### src/rtl/doodle_pkg.sv
// ---------------------------------------------------------------------------
// doodle_pkg
//   Shared constants, types and small helpers for the doodle platform logic.
//   Geometry is in screen pixels; all platform coordinates are 10-bit.
// ---------------------------------------------------------------------------
package doodle_pkg;

  localparam int W           = 640;  // screen width
  localparam int H           = 480;  // screen height, wrap modulus for platform Y
  localparam int X_MIN       = 140;  // leftmost playfield column
  localparam int X_MAX       = 499;  // rightmost playfield column
  localparam int PLAT_SIZE   = 60;   // platform width
  localparam int SPACING     = 60;   // vertical gap; PLAT_N * SPACING == H
  localparam int SCROLL_LINE = 160;  // doodle Y above which the field scrolls
  localparam int MAX_SCROLL  = 12;   // per-frame scroll clamp
  localparam int PLAT_N      = 8;

  // Width of the window a platform's left edge may occupy (300). The fold
  // below needs this in [256, 511] so one subtraction maps 9 random bits in.
  localparam int X_RANGE = X_MAX + 1 - X_MIN - PLAT_SIZE;

  localparam logic [15:0] LFSR_SEED  = 16'hACE1;
  localparam logic [7:0]  STATE_PLAY = 8'd1;

  typedef logic [9:0] coord_t;

  localparam coord_t X_CENTER = coord_t'((W - PLAT_SIZE) / 2);  // 290

  typedef enum logic [1:0] {
    IDLE,
    LOAD,
    RUN,
    UPDATE
  } plat_fsm_e;

  // Start-of-game Y for platform idx: 440, 380, ..., 20.
  function automatic coord_t layout_y(input logic [2:0] idx);
    return coord_t'(H - 40) - coord_t'(SPACING) * coord_t'(idx);
  endfunction

  // Map 9 random bits onto [X_MIN, X_MIN + X_RANGE - 1].
  function automatic coord_t fold_x(input logic [8:0] rnd);
    logic [8:0] r;
    r = rnd;
    if (r >= 9'(X_RANGE)) r = r - 9'(X_RANGE);
    return coord_t'(X_MIN) + coord_t'(r);
  endfunction

endpackage

### src/rtl/platform_manager_lfsr16.sv
// ---------------------------------------------------------------------------
// lfsr16
//   Free-running 16-bit Fibonacci LFSR, polynomial x^16+x^14+x^13+x^11+1.
//   Shifts right; the feedback of taps 0,2,3,5 enters at bit 15. Maximal
//   length, so a non-zero seed never reaches the all-zero lock-up state.
// Ports
//   Clk      in   system clock
//   Reset_n  in   asynchronous active-low reset (loads LFSR_SEED)
//   out      out  current LFSR state, advances every Clk
// ---------------------------------------------------------------------------
module lfsr16
  import doodle_pkg::*;
(
  input  logic        Clk,
  input  logic        Reset_n,
  output logic [15:0] out
);

  logic [15:0] lfsr_q;
  logic [15:0] lfsr_d;
  logic        feedback;

  assign feedback = lfsr_q[0] ^ lfsr_q[2] ^ lfsr_q[3] ^ lfsr_q[5];
  assign lfsr_d   = {feedback, lfsr_q[15:1]};

  // NOTE: state registers use non-blocking assignment so every flop samples
  // the pre-edge values of the others, matching real hardware ordering.
  always_ff @(posedge Clk or negedge Reset_n) begin
    if (!Reset_n) lfsr_q <= LFSR_SEED;
    else          lfsr_q <= lfsr_d;
  end

  assign out = lfsr_q;

endmodule

### src/rtl/platform_manager.sv
// ---------------------------------------------------------------------------
// platform_manager
//   Owns the eight platforms the doodle collides against. On game start it
//   loads the initial layout (one platform per clock), and on each frame edge
//   while playing it scrolls the field down when the doodle is above the
//   scroll line, respawning platforms that leave the bottom at a random X and
//   counting each respawn as score.
// Ports
//   Clk            in   50 MHz system clock
//   Reset_n        in   asynchronous active-low reset
//   frame_clk_edge in   2'b01 marks the rising edge of the frame clock
//   state          in   game state, STATE_PLAY while playing
//   Doodle_Y       in   doodle top-edge Y
//   Platform_X     out  platform left X, index 0..7
//   Platform_Y     out  platform top Y, index 0..7
//   platform_size  out  constant platform width
//   score          out  platforms respawned this game, saturating
//   busy           out  high during the LOAD or UPDATE sweep
// ---------------------------------------------------------------------------
module platform_manager
  import doodle_pkg::*;
(
  input  logic                        Clk,
  input  logic                        Reset_n,
  input  logic [1:0]                  frame_clk_edge,
  input  logic [7:0]                  state,
  input  logic [9:0]                  Doodle_Y,
  output logic [PLAT_N-1:0][9:0]      Platform_X,
  output logic [PLAT_N-1:0][9:0]      Platform_Y,
  output logic [7:0]                  platform_size,
  output logic [15:0]                 score,
  output logic                        busy
);

  plat_fsm_e               fsm_q, fsm_d;
  logic [2:0]              idx_q, idx_d;
  logic [3:0]              scroll_q, scroll_d;
  logic [PLAT_N-1:0][9:0]  x_q, x_d;
  logic [PLAT_N-1:0][9:0]  y_q, y_d;
  logic [15:0]             score_q, score_d;
  logic                    busy_q, busy_d;
  logic                    prev_play_q;

  logic [15:0] lfsr;
  logic        lfsr_hi_unused;
  coord_t      rand_x;
  logic        playing;
  logic        start;
  logic        frame_edge;
  logic [9:0]  dy_gap;
  logic [3:0]  scroll_calc;
  logic [9:0]  sum;

  lfsr16 u_lfsr (
    .Clk     (Clk),
    .Reset_n (Reset_n),
    .out     (lfsr)
  );

  // Only the low 9 bits feed the X fold.
  assign lfsr_hi_unused = ^lfsr[15:9];
  assign rand_x         = fold_x(lfsr[8:0]);

  assign playing    = (state == STATE_PLAY);
  // Game start is the first cycle of STATE_PLAY, not the level.
  assign start      = playing && !prev_play_q;
  assign frame_edge = (frame_clk_edge == 2'b01);

  // Scroll amount for this frame: distance above the line, clamped.
  assign dy_gap = 10'(SCROLL_LINE) - Doodle_Y;
  always_comb begin
    scroll_calc = '0;
    if (Doodle_Y < 10'(SCROLL_LINE)) begin
      scroll_calc = (dy_gap > 10'(MAX_SCROLL)) ? 4'(MAX_SCROLL) : dy_gap[3:0];
    end
  end

  // Y is at most 479 and scroll at most 12, so the 10-bit sum cannot overflow.
  assign sum = y_q[idx_q] + {6'd0, scroll_q};

  // NOTE: every variable assigned here gets a default first; a path that left
  // one unassigned would infer a latch instead of combinational logic.
  always_comb begin
    fsm_d    = fsm_q;
    idx_d    = idx_q;
    scroll_d = scroll_q;
    x_d      = x_q;
    y_d      = y_q;
    score_d  = score_q;

    unique case (fsm_q)
      IDLE: begin
        // A frame edge in the same cycle as start is simply not looked at.
        if (start) begin
          fsm_d = LOAD;
          idx_d = '0;
        end
      end

      LOAD: begin
        y_d[idx_q] = layout_y(idx_q);
        x_d[idx_q] = (idx_q == 3'd0) ? X_CENTER : rand_x;
        score_d    = '0;
        idx_d      = idx_q + 3'd1;
        if (idx_q == 3'(PLAT_N - 1)) fsm_d = RUN;
      end

      RUN: begin
        if (!playing) begin
          fsm_d = IDLE;
        end else if (frame_edge) begin
          scroll_d = scroll_calc;
          if (scroll_calc != '0) begin
            fsm_d = UPDATE;
            idx_d = '0;
          end
        end
      end

      UPDATE: begin
        // Frame edges are ignored here; the sweep always runs to idx 7.
        if (sum >= 10'(H)) begin
          y_d[idx_q] = sum - 10'(H);
          x_d[idx_q] = rand_x;
          score_d    = (score_q == 16'hFFFF) ? score_q : score_q + 16'd1;
        end else begin
          y_d[idx_q] = sum;
        end
        idx_d = idx_q + 3'd1;
        if (idx_q == 3'(PLAT_N - 1)) fsm_d = playing ? RUN : IDLE;
      end

      default: fsm_d = IDLE;
    endcase

    busy_d = (fsm_d == LOAD) || (fsm_d == UPDATE);
  end

  // NOTE: the platform arrays are plain registers driving outputs that the
  // physics block reads every cycle, so they take a real reset value rather
  // than being treated as uninitialised storage.
  always_ff @(posedge Clk or negedge Reset_n) begin
    if (!Reset_n) begin
      fsm_q       <= IDLE;
      idx_q       <= '0;
      scroll_q    <= '0;
      score_q     <= '0;
      busy_q      <= 1'b0;
      prev_play_q <= 1'b0;
      for (int i = 0; i < PLAT_N; i++) begin
        y_q[i] <= layout_y(3'(i));
        x_q[i] <= X_CENTER;
      end
    end else begin
      fsm_q       <= fsm_d;
      idx_q       <= idx_d;
      scroll_q    <= scroll_d;
      score_q     <= score_d;
      busy_q      <= busy_d;
      prev_play_q <= playing;
      x_q         <= x_d;
      y_q         <= y_d;
    end
  end

  assign Platform_X    = x_q;
  assign Platform_Y    = y_q;
  assign platform_size = 8'(PLAT_SIZE);
  assign score         = score_q;
  assign busy          = busy_q;

endmodule

### config.mk
export PLATFORM = sky130hd
export DESIGN_NAME = platform_manager
export DESIGN_NICKNAME = d
export VERILOG_FILES = /design/src/rtl/doodle_pkg.sv /design/src/rtl/platform_manager_lfsr16.sv /design/src/rtl/platform_manager.sv
export SDC_FILE = /design/constraint.sdc
export NUM_CORES = 1
export LEC_CHECK = 0
export ABC_AREA = 1
export ABC_CLOCK_PERIOD_IN_PS = 5100
export BUFFER_PORTS_ARGS = -buffer_cell sky130_fd_sc_hd__buf_4
export CORE_AREA = 2 2 141 143
export CTS_BUF_LIST = sky130_fd_sc_hd__clkbuf_16
export DETAILED_ROUTE_END_ITERATION = 12
export DIE_AREA = 0 0 143 145
export PLACE_DENSITY_LB_ADDON = 0.1
export SYNTH_ARGS = -nofsm -noshare
export SYNTH_HDL_FRONTEND = slang
export SYNTH_SLANG_ARGS = --single-unit
### constraint.sdc
create_clock -name Clk -period 5.1 [get_ports Clk]
set_input_delay 1.53 -clock Clk [delete_from_list [all_inputs] [get_ports Clk]]
set_output_delay 1.53 -clock Clk [all_outputs]
set_load 0.01 [all_outputs]
## Word level (Yosys, flattened, before mapping)

Index checks and enable logic that the tools add are counted.

| word-level totals | value |
|---|---|
| register bits | 203 |
| input bits | 22 |

| cells by class | value |
|---|---|
| add/sub/neg operators | 8 |
| $lt $le $gt $ge | 6 |
| multiplexer cells | 33 |
| reduce and logical (&&, ||, !) cells | 13 |
| $mul | 1 |
| equal/unequal tests | 15 |
| bitwise gates (word level) | 3 |

Operators with widths:

| operator | number |
|---|---|
| bitwise mux 80 bit | 5 |
| case mux 80 bit (2 select lines) | 2 |
| 2-to-1 mux 80 bit | 2 |
| 2-to-1 mux 16 bit | 2 |
| case mux 16 bit (2 select lines) | 1 |
| binary-select mux 10 bit (select 3 bit) | 1 |
| demux 10 bit (select 3 bit) | 1 |
| 2-to-1 mux 10 bit | 3 |
| adder 16 x 1 -> 16 bit (second input constant) | 1 |
| equality test 16 bit (second input constant) | 1 |
| 2-to-1 mux 2 bit | 7 |
| 2-to-1 mux 3 bit | 4 |
| != test 2 bit (second input constant) | 6 |
| adder 10 x 4 -> 10 bit | 1 |
| adder 8 x 9 -> 10 bit (first input constant) | 1 |
| greater-or-equal comparator 10 x 9 -> 1 bit (second input constant) | 1 |
| greater-than comparator 10 x 4 -> 1 bit (second input constant) | 1 |
| < comparator 10 x 8 -> 1 bit (second input constant) | 1 |
| subtractor 10 x 9 -> 10 bit (second input constant) | 1 |
| subtractor 8 x 10 -> 10 bit (first input constant) | 1 |
| subtractor 9 x 9 -> 10 bit (first input constant) | 1 |
| greater-or-equal comparator 9 bit (second input constant) | 1 |
| 2-to-1 mux 9 bit | 1 |
| case mux 3 bit (3 select lines) | 1 |
| other kinds (23) | 32 |

## Logic depth before layout (Yosys ltp)

Gate-level depths: netlist (run 1).

| logic depth | value |
|---|---|
| word-level depth | 11 |
| gate-level depth with buffers | 27 |
| gate-level depth less buffers | 24 |

## Cells and area by module

From an unflattened synthesis (run 1), not the netlist that was laid out.

| unflattened totals | value |
|---|---|
| cells, all modules | 1352 |
| area total of the unflattened synthesis | 10546.4 um^2 |

Modules (own cells, without submodules):

| module | seq. area each (um^2) | area an instance (um^2) | cells each | times used |
|---|---|---|---|---|
| platform_manager | 4740.8 | 10064.7 | 1319 | 1 |
| lfsr16 | 410.4 | 481.7 | 33 | 1 |

## Worst setup path after synthesis (run 1)

No wires, ideal clock.

| path | value |
|---|---|
| path type | flip-flop to flip-flop |
| start point | reg idx_q[0] |
| end point | reg score_q[2] (netlist: score[2]) |
| slack | 1.564 ns |
| period minus slack after synthesis | 3.536 ns |
| library setup time | 0.120 ns |
| arrival | 3.416 ns |
| cell stages (with the launch flop) | 26 |
| path through | dfrtp_1 buf_6 inv_2 buf_4 buf_2 buf_1 nor2_1 o21ai_0 nor2_1 a31oi_1 ha_1 fa_1 a21oi_1 o21ai_0 inv_1 nor2_1 nand2_1 nor2_1 nand2_1 nand2_2 nand2_4 nand3_4 nand2_4 inv_6 buf_8 o21ai_2 |

| between the ends | value |
|---|---|
| cells in the longest elaborated chain, start to end | 6 |

Ends and longest elaborated chain:

| what | line | RTL |
|---|---|---|
| start, declared | platform_manager.sv:36 | `logic [2:0] idx_q, idx_d;` |
| start signal, assigned | platform_manager.sv:156 | `idx_q <= idx_d;` |
| binary-select mux 10 bit (select 3 bit) | platform_manager.sv:79 | `assign sum = y_q[idx_q] + {6'd0, scroll_q};` |
| 2-to-1 mux 10 bit (implied by the code) | platform_manager.sv:79 |  |
| adder 10 x 4 -> 10 bit | platform_manager.sv:79 |  |
| greater-or-equal comparator 10 x 9 -> 1 bit | platform_manager.sv:122 | `if (sum >= 10'(H)) begin` |
| != test 2 bit (no line) | - |  |
| AND reduction 3 bit (no line) | - |  |
| end signal, assigned | platform_manager.sv:158 | `score_q <= score_d;` |
| end, declared | platform_manager.sv:40 | `logic [15:0] score_q, score_d;` |

Every way passes these cells. The select of a mux whose other input is x is not followed.
A chain may end at the register's enable or synchronous reset.

## Final worst setup path (run 1)

| path | value |
|---|---|
| start point | reg idx_q[0] |
| end point | reg x_q, in the netlist Platform_X[12] |

| between the ends | value |
|---|---|
| cells in the longest elaborated chain, start to end | 7 |
| elaborated cells between the ends (all ways) | 17 |
| those cells by class | 1 x add/sub; 3 x order compare; 1 x eq/ne; 9 x mux; 3 x reduce/logical |

Ends and longest elaborated chain:

| what | line | RTL |
|---|---|---|
| parallel branches: the longest is 7 deep, another holds adder 10 x 4 -> 10 bit | - |  |
| end signal, assigned by index | platform_manager.sv:152 | `x_q[i] <= X_CENTER;` |
| end signal, assigned | platform_manager.sv:161 | `x_q <= x_d;` |
| end, declared | platform_manager.sv:38 | `logic [PLAT_N-1:0][9:0] x_q, x_d;` |

Parallel ways; which one is timed is not known. The select of a mux whose other input is x is not followed.

==> results of run 1 <==
[area by class of cell]
class / count / share of cell area (%)
Multi-Input combinational cell: 955 / 34.9
Sequential cell: 203 / 39.7
Clock buffer: 23 / 4.44
Tap cell: 265 / 2.56
Timing Repair Buffer: 212 / 12.3
Clock inverter: 19 / 1.53
Inverter: 155 / 4.53
[cells by family after synthesis]
family / after synthesis
DFF: 203
adders and majority gates: 26
xor gates and xnor gates: 23
AOI/OAI and AO/OA: 167
other: 2
and+or+nand+nor: 731
buffers and inverters: 202
[power breakdown]
group	switching, uW	internal (uW)
clock	677	1030
combinational	1700	972
sequential	294	2030
total	2670	4030
[metal layers]
metal / vias to the layer above / part of all wire, % / global-route usage (%)
li1: 4621 / - / -
met1: 4495 / 42 / 41.2
met2: 406 / 46 / 45.8
met3: 73 / 8.4 / 4.59
met4: 0 / 3.3 / 9.95
met5: - / 0 / 0
[synth_stat cells, types with 3 or more instances]
cell type / instances / area share [%]
nor2_1: 103 / 3.7
nand4_1: 5 / 0.30
ha_1: 22 / 2.6
o21ai_1: 14 / 0.66
dfrtp_1: 146 / 35
buf_1: 4 / 0.14
xnor2_1: 3 / 0.25
buf_6: 4 / 0.43
o22ai_1: 7 / 0.42
nand2_1: 500 / 18
xor2_1: 20 / 1.7
dfstp_2: 57 / 14
nand3b_1: 3 / 0.21
inv_2: 11 / 0.39
clkbuf_1: 13 / 0.46
o21ai_2: 12 / 1.0
a21oi_1: 35 / 1.7
or2_2: 7 / 0.42
nor4_1: 4 / 0.24
nand2_4: 3 / 0.32
nand2_2: 10 / 0.59
buf_2: 4 / 0.19
clkinv_1: 3 / 0.11
a31oi_1: 7 / 0.42
fa_1: 4 / 0.76
buf_4: 20 / 1.4
inv_1: 140 / 5.0
nand3_1: 74 / 3.5
nor3_1: 12 / 0.57
o21ai_0: 81 / 3.8
[state kept, by name, indices dropped and copies added (netlist names)]
signal,cells
Platform_Y,80
busy,1
Platform_X,80
prev_play_q,1
scroll_q,4
fsm_q,2
score,16
idx_q,3
u_lfsr.out,16
[path summary, 6_finish.rpt]
kind	startpoint	endpoint	slack, ns	cells past startpoint
worst max-delay path	idx_q[0]$_DFFE_PN0P_	Platform_X[12]$_DFFE_PN0P_	0.71	21
worst min-delay path	u_lfsr.out[14]$_DFF_PN0_	u_lfsr.out[13]$_DFF_PN1_	0.35	0
worst max register to register	idx_q[0]$_DFFE_PN0P_	Platform_X[12]$_DFFE_PN0P_	0.71	21
worst min register to register	u_lfsr.out[14]$_DFF_PN0_	u_lfsr.out[13]$_DFF_PN1_	0.35	0
max in group asynchronous	Reset_n	Platform_Y[13]$_DFFE_PN1P_	3.01	2
min in group asynchronous	Reset_n	Platform_Y[45]$_DFFE_PN0P_	1.05	1
[per-stage QoR]
step / hold slack [ns] / setup WS, ns
2_1_floorplan: 0.331 / 1.56
3_3_place_gp: 0.333 / 1.12
3_5_place_dp: 0.338 / 0.849
4_1_cts: 0.353 / 0.831
5_1_grt: 0.355 / 0.310
6_report: 0.352 / 0.714
[worst reg2reg max path: stages (launching register included)]
cell     delay, ns
dfrtp_2       0.57
inv_2         0.59
nor2_1        0.09
o21ai_0       0.20
nor2_1        0.06
a31oi_1       0.20
ha_1          0.24
fa_1          0.23
a21oi_1       0.08
o21ai_0       0.42
inv_1         0.09
nor2_1        0.20
nand2_1       0.12
nor2_1        0.12
nand2_1       0.08
nand2_2       0.10
nand2_4       0.09
nand3_4       0.15
nand2_1       0.28
inv_2         0.25
nand2_1       0.07
nand2_1       0.10
==> summary.md, run 1 <==
| Metric | Value |
|---|---|
| Outcome | `finished clean` |
| Synthesized area | `10500 um^2` |
| Synth unique cells | `46` |
| Post-route clock period utilization | `86.0%` |
| CP delay by family, top | `simple AND/OR/NAND/NOR gates` |
| WL per Instance | `16.3 um` |
| DP Area | `12200 um^2` |
| HP Class | `reg -> reg` |
| Most common cell after layout, fill and taps aside | `nand2_1` |
| TritonCTS Buffers | `23` |
| Vias in the first global route | `9120` |
| Worst skew pair latency | `0.52 ns` |
| Starting density of the core | `54.9%` |
| Initial antenna violation count | `0` |
| Clock transition at the registers of the reported paths | `0.06 ns` |
| Final Cell Area | `13000 um^2` |
| Total Wirelength | `29900 um` |
| Post-Synth Adder-Cell Area | `3.37%` |
| Setup tns final | `0 ns` |
| Most frequent cell on the critical path | `nand2_1` |
| Drt pass-1 iters | `5` |
| Yosys warns | `0` |
| CP Capture Type | `flop` |
| Hold Buf Count CTS | `0` |
| Final setup violation count | `0` |
| Dpl cells | `1790` |
| Vias | `9595` |
| Post-synth ARST share | `100%` |
| Placed wire-length estimate | `21100 um` |
| Multi-input gate area | `4520 um^2` |
| Unrepaired setup endpoints after global routing | `no` |
| Post-synth top flop | `dfrtp_1` |
| Rel. slew slack | `30.6%` |
| F_max | `228 MHz` |
| Worst setup SP type | `flop` |
| Core ar. | `19200 um^2` |
| Mean Syn Cell Area | `7.79 um^2` |
| CP peak stage delay | `0.59 ns` |
| Cts repair resizes | `0` |
| H-tree depth | `1` |
| Largest net degree at the start of global routing | `90` |
| WS Path Type | `reg -> reg` |
| Setup bufs post-CTS | `0` |
| Clk buf depth | `3` |
| I/O Buffers | `198` |
| # diodes | `0` |
| Time the worst path needs with I/O delays and setup | `4.39 ns` |
| Std cell rows | `51` |
| Maxcap violations | `0` |
| Fillcell total | `1694` |
| Gr ovfl total | `0` |
| Share of cells above drive strength 1 | `22.5%` |
| Critical Path Fanout Max | `41` |
| Most frequent cells in the layout | `500 x nand2_1, 211 x buf_4, 145 x dfrtp_1` |
| Number of I/O pins | `207` |
| Placer Congestion | `0.870` |
| Cells along the critical path | `inv_2 -> nor2_1 -> o21ai_0 -> nor2_1 -> a31oi_1 -> ha_1 -> fa_1 -> a21oi_1 -> o21ai_0 -> inv_1 -> nor2_1 -> nand2_1 -> nor2_1 -> nand2_1 -> nand2_2 -> nand2_4 -> nand3_4 -> nand2_1 -> inv_2 -> nand2_1 -> nand2_1` |
| Leak | `0.00699 uW` |
| Final ANT Viol Nets | `0` |
| Crit path required time | `5.55 ns` |
| Tot Pwr | `6700 uW` |
| Nets | `1598` |
| Total die area | `20700 um^2` |
| Clock Skew | `0.0119 ns` |
| Register Area | `5150 um^2` |
| Synthesis-to-finish area growth | `22.9%` |
| Post-synthesis mux area share | `0%` |
| Starting DRT DRC Count | `693` |
| Synth Area in XOR/XNOR | `1.91%` |
| # DRC | `0` |
| Least-Margin Pin Slew | `1.04 ns` |
| Power Dens Cells | `516 nW/um^2` |
| Syn Inst Count | `1354` |
| CP max-delay cell | `inv_2` |
| Max Slew Vio Count | `0` |
| Complex-gate fraction of the synthesized area | `8.78%` |
| CTS sink count | `203` |
| Vias per cell | `5.24` |
| Flops & latches, synth | `203` |
| Buf+Inv Stages, Crit Path | `3` |
| Final hold violations | `0` |
| Synth Area in Simple Gates | `28.5%` |
| Die height | `145 um` |
| Horiz. Die Dim | `143 um` |
| CP arrival | `4.84 ns` |
| Clock root cell | `clkbuf_16` |
| Core Util, Final | `67.5%` |
| Maximum vdd drop | `0.273 mV` |
| First-pass GRT wire length | `48400 um` |
| Total global-route track usage | `29.1%` |
| Post-synth EDFFs | `0` |
| Seq/Total Area, Yosys | `48.8%` |
| Largest family of logic cells by synthesized area | `simple AND/OR/NAND/NOR gates` |
| CTS tree | `yes` |
| Layout Cells excl Fill | `1832` |
Note: power is estimated with default switching activity, not from simulation.
==> run 2, diff against run 1 <==
Settings changed: ABC_AREA 1 to not set, CORE_AREA 2 2 141 143 to 2 2 139 141, DIE_AREA 0 0 143 145 to 0 0 141 143, REMOVE_ABC_BUFFERS set to 1.
==> summary.md, run 2 <==
| Metric | Value |
|---|---|
| Outcome | `finished clean` |
| CP max-delay cell | `dfrtp_2` |
| Register Area | `5150 um^2` |
| Most frequent cell on the critical path | `nand2_1` |
| Std cell rows | `50` |
| Cell with the most instances after synthesis | `dfrtp_1` |
| Smallest hold slack | `0.353 ns` |
| Multi-input gate area | `4760 um^2` |
| Most instantiated cells after synthesis | `146 x dfrtp_1, 118 x nand2_1, 88 x o21ai_0` |
| Gr ovfl total | `0` |
| Power Dens Cells | `552 nW/um^2` |
| Total Wirelength | `27900 um` |
| Vias | `8085` |
| Starting DRT DRC Count | `555` |
| Sw frac | `39.4%` |
| Share of cells above drive strength 1 | `35.1%` |
| Die height | `143 um` |
| # DRC | `0` |
| Total die area | `20200 um^2` |
| Placed wire-length estimate | `19300 um` |
| Critical Path Fanout Max | `11` |
| Vias in the first global route | `7852` |
| CP peak stage delay | `0.55 ns` |
| Synthesis-to-finish area growth | `23.2%` |
| Cts repair resizes | `0` |
| Yosys warns | `0` |
| Leak | `0.00596 uW` |
| Setup tns final | `0 ns` |
| Total global-route track usage | `27.6%` |
| Final ANT Viol Nets | `0` |
| Setup bufs post-CTS | `0` |
| Time the worst path needs with I/O delays and setup | `4.37 ns` |
| Post-synth top flop | `dfrtp_1` |
| Core ar. | `18600 um^2` |
| Synthesized area | `10200 um^2` |
| F_max | `229 MHz` |
| Most common cell after layout, fill and taps aside | `buf_4` |
| Combinational share of power | `43.7%` |
| Mean Syn Cell Area | `10.9 um^2` |
| # diodes | `0` |
| Max Slew Vio Count | `0` |
| Placer Congestion | `0.884` |
| Vias per cell | `5.91` |
| Largest net degree at the start of global routing | `142` |
| Top cell type's share of synthesized area | `35.8%` |
| TritonCTS Buffers | `22` |
| Switching power | `2730 uW` |
| CTS tree | `yes` |
| Post-synth EDFFs | `0` |
| Most frequent cells in the layout | `208 x buf_4, 145 x dfrtp_1, 118 x nand2_1` |
| Unrepaired setup endpoints after global routing | `no` |
| Post-route clock period utilization | `85.6%` |
| Clock Skew | `0.0137 ns` |
| Hold Buf Count CTS | `0` |
| Post-synth ARST share | `100%` |
| Number of I/O pins | `207` |
| Drt pass-1 iters | `4` |
| H-tree depth | `1` |
| Clock transition at the registers of the reported paths | `0.06 ns` |
| Clock root cell | `clkbuf_16` |
| Maximum vdd drop | `0.407 mV` |
| Synth unique cells | `68` |
| Worst skew pair latency | `0.51 ns` |
| Initial antenna violation count | `0` |
| Post-synth top area cell | `dfrtp_1` |
| Clk pwr share | `23.2%` |
| Seq/Total Area, Yosys | `50.4%` |
| Seq pwr share | `33.1%` |
| Synth area leaders | `dfrtp_1 36%, dfstp_2 15%, mux2_2 6.6%` |
| Final setup violation count | `0` |
| I/O Buffers | `198` |
| Flops & latches, synth | `203` |
| Clk buf depth | `3` |
| Rel. slew slack | `38.3%` |
| Least-Margin Pin Slew | `0.926 ns` |
| HP Class | `reg -> reg` |
| Maxcap violations | `0` |
| Cells along the critical path | `mux4_2 -> nand2_1 -> nand2_1 -> ha_1 -> fa_1 -> a21o_1 -> a21oi_1 -> nor4_1 -> a221oi_1 -> a21boi_2 -> nand2b_1 -> mux2_2` |
| Starting density of the core | `55.0%` |
| Tot Pwr | `6940 uW` |
| WS Path Type | `reg -> reg` |
| Pint | `4210 uW` |
| WL per Instance | `20.4 um` |
| Crit path required time | `5.49 ns` |
| Horiz. Die Dim | `141 um` |
| Fillcell total | `1409` |
| Syn Inst Count | `933` |
| First-pass GRT wire length | `43800 um` |
| Nets | `1167` |
| CP arrival | `4.75 ns` |
| CTS sink count | `203` |
| Final hold violations | `0` |
| CP Capture Type | `flop` |
| Worst setup SP type | `flop` |
run 2: cell type report:
type,instances,share of cell area [%]
Sequential cell,203,40.9
Multi-Input combinational cell,666,37.8
Timing Repair Buffer,210,12.7
Inverter,16,0.477
Clock buffer,23,4.57
Tap cell,234,2.33
Clock inverter,17,1.20
run 2: kinds of logic after synthesis:
logic type	Yosys count	share of synthesized area, %
AOI/OAI and AO/OA	214	12.9
xor gates and xnor gates	25	2.14
adders and majority gates	26	3.48
buffers and inverters	70	3.22
DFF	203	50.4
muxes	104	13.8
other	2	0.0735
and+or+nand+nor	289	14.0
run 2: path summary, 6_finish.rpt:
kind                       slack, ns  cells after the start                         end                    start
min reg2reg                     0.35                      0     u_lfsr.out[8]$_DFF_PN0_  u_lfsr.out[9]$_DFF_PN0_
min                             0.35                      0     u_lfsr.out[8]$_DFF_PN0_  u_lfsr.out[9]$_DFF_PN0_
max in group asynchronous       2.98                      2   Platform_X[0]$_DFFE_PN0P_                  Reset_n
max                             0.73                     12  Platform_X[47]$_DFFE_PN0P_     idx_q[0]$_DFFE_PN0P_
max reg2reg                     0.73                     12  Platform_X[47]$_DFFE_PN0P_     idx_q[0]$_DFFE_PN0P_
min in group asynchronous       0.98                      1     scroll_q[1]$_DFFE_PN0P_                  Reset_n
run 2: routing by layer:
layer  global-route usage, %  part of all wire (%)  vias to the layer above  wire length, um
li1                        -                     -                     3756                -
met1                    36.2                    41                     4024            11300
met2                    46.7                    50                      266            14000
met3                    6.41                   7.5                       39             2090
met4                    7.16                   1.6                        0              451
met5                       0                     0                        -                0
run 2: power by group through the flow:
stage	logic (uW)	clock network (uW)	registers [uW]
after global routing	3320	1710	2340
after floorplan	1690	0	2460
after CTS	3030	1640	2300
final	3030	1610	2300
after detailed placement	3010	0	2320
after global placement	2990	0	2310
run 2: worst max-delay path: cells and delay by family (launching register included):
kind / cells / cell delay [ns]
compound gates: 4 / 1.38
mux: 2 / 0.94
simple gates: 4 / 0.74
fa+ha+maj: 2 / 0.63
flops: 1 / 0.55
run 2: per-stage QoR:
stage	setup slack [ns]	cell area, um^2	util [%]	std cells
after floorplan	-0.173	9970	-	885
after global placement	0.804	11900	63.8	1329
after detailed placement	0.715	11900	63.8	1329
after CTS	0.718	12600	67.8	1369
after global routing	0.444	12600	67.8	1369
final	0.733	12600	67.8	1369
